===== config.mk =====
export PLATFORM = sky130hd
export DESIGN_NAME = riscv_trace_tx
export DESIGN_NICKNAME = d
export VERILOG_FILES = /design/src/rtl/riscv_trace_tx.sv
export SDC_FILE = /design/constraint.sdc
export NUM_CORES = 2
export LEC_CHECK = 0
export CAP_MARGIN = 20
export CORE_MARGIN = 2
export CORE_UTILIZATION = 58
export CTS_CLUSTER_DIAMETER = 80
export DETAILED_ROUTE_END_ITERATION = 16
export PLACE_DENSITY = 0.76
export REMOVE_ABC_BUFFERS = 1
export SYNTH_ARGS = -nofsm -noshare
export SYNTH_HDL_FRONTEND = slang
export SYNTH_SLANG_ARGS = --single-unit

===== constraint.sdc =====
create_clock -name tb_clk -period 14.5 [get_ports tb_clk]
set_input_delay 2.175 -clock tb_clk [delete_from_list [all_inputs] [get_ports tb_clk]]
set_output_delay 2.175 -clock tb_clk [all_outputs]
set_load 0.02 [all_outputs]

===== src/rtl/riscv_trace_tx.sv =====
// Commit-trace transmitter: samples REG/MEMW/MEMR events from the core,
// queues them as 43-bit tagged entries and streams each one out as a
// 6-byte frame over a byte-wide valid/ready interface.
module riscv_trace_tx #(
    parameter int DEPTH  = 16,
    parameter int ADDR_W = 9
) (
    input  logic                     tb_clk,
    input  logic                     reset,
    input  logic                     trace_en,
    input  logic                     reg_write_sig,
    input  logic [4:0]               reg_num,
    input  logic [31:0]              reg_data,
    input  logic                     wr,
    input  logic                     rd,
    input  logic [ADDR_W-1:0]        addr,
    input  logic [31:0]              wr_data,
    input  logic [31:0]              rd_data,
    output logic [7:0]               tx_data,
    output logic                     tx_valid,
    input  logic                     tx_ready,
    output logic [15:0]              drop_count,
    output logic [$clog2(DEPTH):0]   fifo_level
);
    localparam int AW = $clog2(DEPTH);
    localparam int LW = AW + 1;

    typedef enum logic {IDLE, SEND} state_t;

    // entry layout: [42:41] type, [40:32] idx, [31:0] data
    logic [42:0]   mem [DEPTH];
    logic [AW:0]   wr_ptr, rd_ptr;
    logic [2:0]    ev;
    logic [42:0]   ent [3];
    logic [8:0]    addr_idx;
    logic [1:0]    n_ev;
    logic [LW-1:0] free;
    logic          push_ok;
    logic [AW-1:0] off1, off2;
    logic [16:0]   drop_sum;

    state_t        state, state_nx;
    logic [2:0]    cnt;
    logic [42:0]   frame;
    logic          empty, accept, last, pop;

    assign addr_idx   = 9'(addr);
    assign fifo_level = wr_ptr - rd_ptr;
    assign empty      = (fifo_level == '0);

    // Event decode, entry build and all-or-nothing admission check.
    // Free space is taken from the registered level, so a pop on the
    // same edge never makes room for this cycle's events.
    always_comb begin
        ev[0]    = trace_en & reg_write_sig & (reg_num != 5'd0);
        ev[1]    = trace_en & wr;
        ev[2]    = trace_en & rd;
        ent[0]   = {2'b01, 4'b0000, reg_num, reg_data};
        ent[1]   = {2'b10, addr_idx, wr_data};
        ent[2]   = {2'b11, addr_idx, rd_data};
        n_ev     = {1'b0, ev[0]} + {1'b0, ev[1]} + {1'b0, ev[2]};
        free     = LW'(DEPTH) - fifo_level;
        push_ok  = (n_ev != 2'd0) && (LW'(n_ev) <= free);
        off1     = AW'(ev[0]);
        off2     = AW'(ev[0]) + AW'(ev[1]);
        drop_sum = 17'(drop_count) + 17'(n_ev);
    end

    // FIFO storage: compacted write of up to three entries in REG, MEMW, MEMR order.
    always_ff @(posedge tb_clk) begin
        if (push_ok) begin
            if (ev[0]) mem[wr_ptr[AW-1:0]]        <= ent[0];
            if (ev[1]) mem[wr_ptr[AW-1:0] + off1] <= ent[1];
            if (ev[2]) mem[wr_ptr[AW-1:0] + off2] <= ent[2];
        end
    end

    // FIFO pointers and saturating drop counter.
    always_ff @(posedge tb_clk) begin
        if (!reset) begin
            wr_ptr     <= '0;
            rd_ptr     <= '0;
            drop_count <= '0;
        end else begin
            if (push_ok) wr_ptr <= wr_ptr + LW'(n_ev);
            if (pop)     rd_ptr <= rd_ptr + 1'b1;
            if (n_ev != 2'd0 && !push_ok)
                drop_count <= drop_sum[16] ? 16'hFFFF : drop_sum[15:0];
        end
    end

    assign accept = tx_valid & tx_ready;
    assign last   = accept && (cnt == 3'd5);
    assign pop    = !empty && ((state == IDLE) || last);

    // Serializer state register.
    always_ff @(posedge tb_clk) begin
        if (!reset) state <= IDLE;
        else        state <= state_nx;
    end

    // Serializer next state: the final byte chains straight into the next frame.
    always_comb begin
        state_nx = state;
        case (state)
            IDLE:    if (!empty)        state_nx = SEND;
            SEND:    if (last && empty) state_nx = IDLE;
            default:                    state_nx = IDLE;
        endcase
    end

    // Serializer outputs: byte select from the held frame keeps tx_data stable under stall.
    always_comb begin
        tx_valid = (state == SEND);
        tx_data  = 8'h00;
        if (state == SEND) begin
            case (cnt)
                3'd0:    tx_data = {frame[42:41], 5'b00000, frame[40]};
                3'd1:    tx_data = frame[39:32];
                3'd2:    tx_data = frame[31:24];
                3'd3:    tx_data = frame[23:16];
                3'd4:    tx_data = frame[15:8];
                default: tx_data = frame[7:0];
            endcase
        end
    end

    // Frame register and byte counter.
    always_ff @(posedge tb_clk) begin
        if (!reset) begin
            frame <= '0;
            cnt   <= '0;
        end else if (pop) begin
            frame <= mem[rd_ptr[AW-1:0]];
            cnt   <= '0;
        end else if (accept) begin
            cnt   <= cnt + 3'd1;
        end
    end
endmodule


==> impl_metrics.tcl <==
set metrics [dict create \
    outcome "complete, no violations" \
    crit_chain "clkdlybuf4s50_1, inv_1, a21oi_1, inv_1, fa_1, and2_1, nor3b_1, and2_1, nand2_4, a21oi_1, nand2b_4" \
    total_leakage_power_nw 16.7 \
    port_buffers 146 \
    r2r_slack_ns 8.02 \
    die_w_microns 285 \
    start_util_pct 58.8 \
    syn2layout_area_growth_pct 10.2 \
    place_congestion 1.01 \
    synth-compound-area-share_pct 15.4 \
    fp.dieArea_sq_mm 0.0811 \
    vdd_ir_drop_max_mv 0.238 \
    setup_viol 0 \
    critPathMaxStageDelay_ns 1.03 \
    ys_top_cells_by_area "edfxtp_1 (43%), mux4_2 (11%), dfxtp_1 (4.6%), mux2_2 (4.3%), a21oi_1 (4.1%)" \
    worstPathMaxFanout 66 \
    first_pass_iters 9 \
    synthArstFlopShare_pct 0 \
    rsz0062_at_grt "false" \
    clk_latency_ns 0.67 \
    cts_htree_levels 3 \
    fin_crit_sh_pct 58.5 \
    cts_max_path_buffers 3 \
    numCtsBuffers 84 \
    grt_max_degree 170 \
    sw_frac_of_total_pct 38.2 \
    hp-class "reg -> reg" \
    wl_per_cell_microns 32.5 \
    required_ns 14.79 \
    dpl.hpwl_mm 91.2 \
    synth_commonest_cells "edfxtp_1 (656), nand2_1 (374), a21oi_1 (373)" \
    drive_gt1_share_pct 17.2 \
    hold_slack_ns 0.458 \
    io_pins 147 \
    synthSimpleGateAreaFrac_pct 13.2 \
    crit_slowest_cell "nor3b_1" \
    crit_type "in -> reg" \
    synth_xor_area_share_pct 0.230 \
    fin_util_pct 64.8 \
    drc 0 \
    path_delay_family "simple AND/OR/NAND/NOR gates" \
    ys_types 74 \
    place_ws_ns 5.78 \
    drt_iter0_markers 6486 \
    avgViaCountPerCell 7.52 \
    synth_edf_count 656 \
    clkPwrFrac_pct 29.4 \
    max_cap_violations 0 \
    yosys.area.top_type_share_pct 43.1 \
    post_cts_buffers 0 \
    postSynthCellCount 4180 \
    synth_top_family_by_area "multiplexers" \
    core-area_sq_mm 0.0777 \
    die_h_microns 285 \
    totalWireLength_mm 166 \
    seq_area_frac_synth_pct 47.7 \
    p_int_mw 4.63 \
    ys.flop_type "edfxtp_1" \
    r2r_cells 15 \
    synth_area_leader_cell "edfxtp_1" \
    muxShareOfSynthArea_pct 17.7 \
    cts.sinks 761 \
    slew_headroom_pct 20.0 \
    powerDensity_mw_per_mm2 149 \
    placed_cells 4944 \
    ys_warn_count 0 \
    cp_num_buf_inv 3 \
    clkTransAtPathRegs_ns 0.06 \
    cp.depth 11 \
    hold_depth 2 \
    startpoint_type "input port" \
    power_frac_seq_pct 35.6 \
    finalHoldViolCount 0 \
    arrival_ns 8.77 \
    via_count 38400 \
    rows 102 \
    syn_area_per_cell_sq_um 10.9 \
    p_comb_share_pct 35.0 \
    fmax_mhz 118 \
    ys_seq_elements 761 \
    cts_hold_buf 0 \
    num-fill-cells 5794 \
    grt_overflow 0 \
    antenna_found_initial 2 \
    synth.most_common_cell "edfxtp_1" \
    cts_tree "built" \
    instances_no_fill 5108 \
    ant_nets 0 \
    grt_pass1_vias 37200 \
    root_buffer "clkbuf_16" \
    nets 4137 \
    grt_pass1_wl_mm 242 \
    tightest_slew_ns 1.20 \
    endpoint_kind "flop" \
    switchingPower_mw 2.86 \
    netlist_area_sq_mm 0.0457 \
    drv_slew 0 \
    yosys.area_share.adder_pct 0.794 \
    post-route-min-period_ns 8.48 \
    fin_ws_ns 6.02 \
    grt_util_all_layers_pct 40.3 \
    finClkSkew_ns 0.0316 \
    cts_resized 0 \
]
stage by stage:
stage | area (sq um) | setup TNS, ns | power, mW
global route | 50400 | 0 | 7.63
finish | 50400 | 0 | 7.49
floorplan | 43600 | -8273.96 | 4.34
CTS | 50300 | 0 | 7.35
detailed placement | 47500 | 0 | 5.19
global placement | 47500 | 0 | 5.16
worst reg2reg max path, stage by stage, from the launching register on:
cell and delay (ns):
dfxtp_2 0.31, buf_4 0.78, inv_1 0.21, ha_1 0.39
and3b_1 0.21, o21ai_0 0.34, and2_1 0.23, nor2_1 0.06
ha_1 0.29, nand2_1 0.05, nor2_1 0.25, o21a_4 0.85
buf_12 0.64, buf_4 1.13, a21oi_1 0.17, mux2_2 0.32
routing by layer:
metal | routed length [microns] | vias to the layer above | GRT usage [%] | part of all wire [%]
li1 | - | 15700 | - | -
met1 | 54900 | 18100 | 51.3 | 33
met2 | 70300 | 3734 | 57.8 | 42
met3 | 28100 | 864 | 14.9 | 17
met4 | 12300 | 10 | 26.0 | 7.4
met5 | 271 | - | 2.21 | 0.16
cells by family (layout without fill, tap and decap cells):
kind of cell    Yosys count  count (layout)
flops                   761             761
fa+ha+maj                26              26
other cells               0               3
simple gates           1300            1300
mux                     519             519
xor+xnor                 12              12
buf+inv                 530             415
compound gates         1032            1032
path summary, 6_finish.rpt:
kind                                              from                     to
worst max-delay path                        reg_num[0]   mem[3][11]$_DFFE_PP_
worst min-delay path             frame[4]$_SDFFE_PN0P_  frame[4]$_SDFFE_PN0P_
worst max register to register  rd_ptr[2]$_SDFFE_PN0P_    mem[6][6]$_DFFE_PP_
worst min register to register   frame[4]$_SDFFE_PN0P_  frame[4]$_SDFFE_PN0P_
cells in the final DEF, fill, tap and decap left out, types with 102 or more instances in the layout:
cell type        count
o2bb2ai_1          199
a211oi_1           194
a21oi_1            372
or3_1              131
edfxtp_1           656
dfxtp_1            102
mux4_2             215
mux2_2             176
nand2_1            364
nor2_1             351
nor3_1             177
mux2i_1            128
clkdlybuf4s50_1    146
registers in the layout (all words and copies together) (netlist names):
name and flops:
tx_valid 1, mem 688, cnt 3, drop_count 16, frame 43, rd_ptr 5, wr_ptr 5
cell type report:
| type | instances | area [sq um] | share of cell area [%] |
|---|---|---|---|
| well taps | 1040 | 1300 | 2.58 |
| inverters | 32 | 121 | 0.241 |
| repair buffers | 226 | 2140 | 4.25 |
| diodes | 3 | 7.51 | 0.0149 |
| flip-flops and latches | 761 | 21800 | 43.3 |
| multi-input cells | 2889 | 22200 | 44.1 |
| clock inverters | 53 | 477 | 0.946 |
| clock buffers | 104 | 2310 | 4.59 |
power by group through the flow:
stage / Clock (mW) / Sequential (mW) / Combinational [mW]
2_1_floorplan: 0 / 2.80 / 1.55
4_1_cts: 2.18 / 2.66 / 2.50
3_3_place_gp: 0 / 2.70 / 2.45
6_report: 2.20 / 2.67 / 2.62
5_1_grt: 2.27 / 2.68 / 2.68
3_5_place_dp: 0 / 2.71 / 2.48
Note: power is estimated with default switching activity, not from simulation.
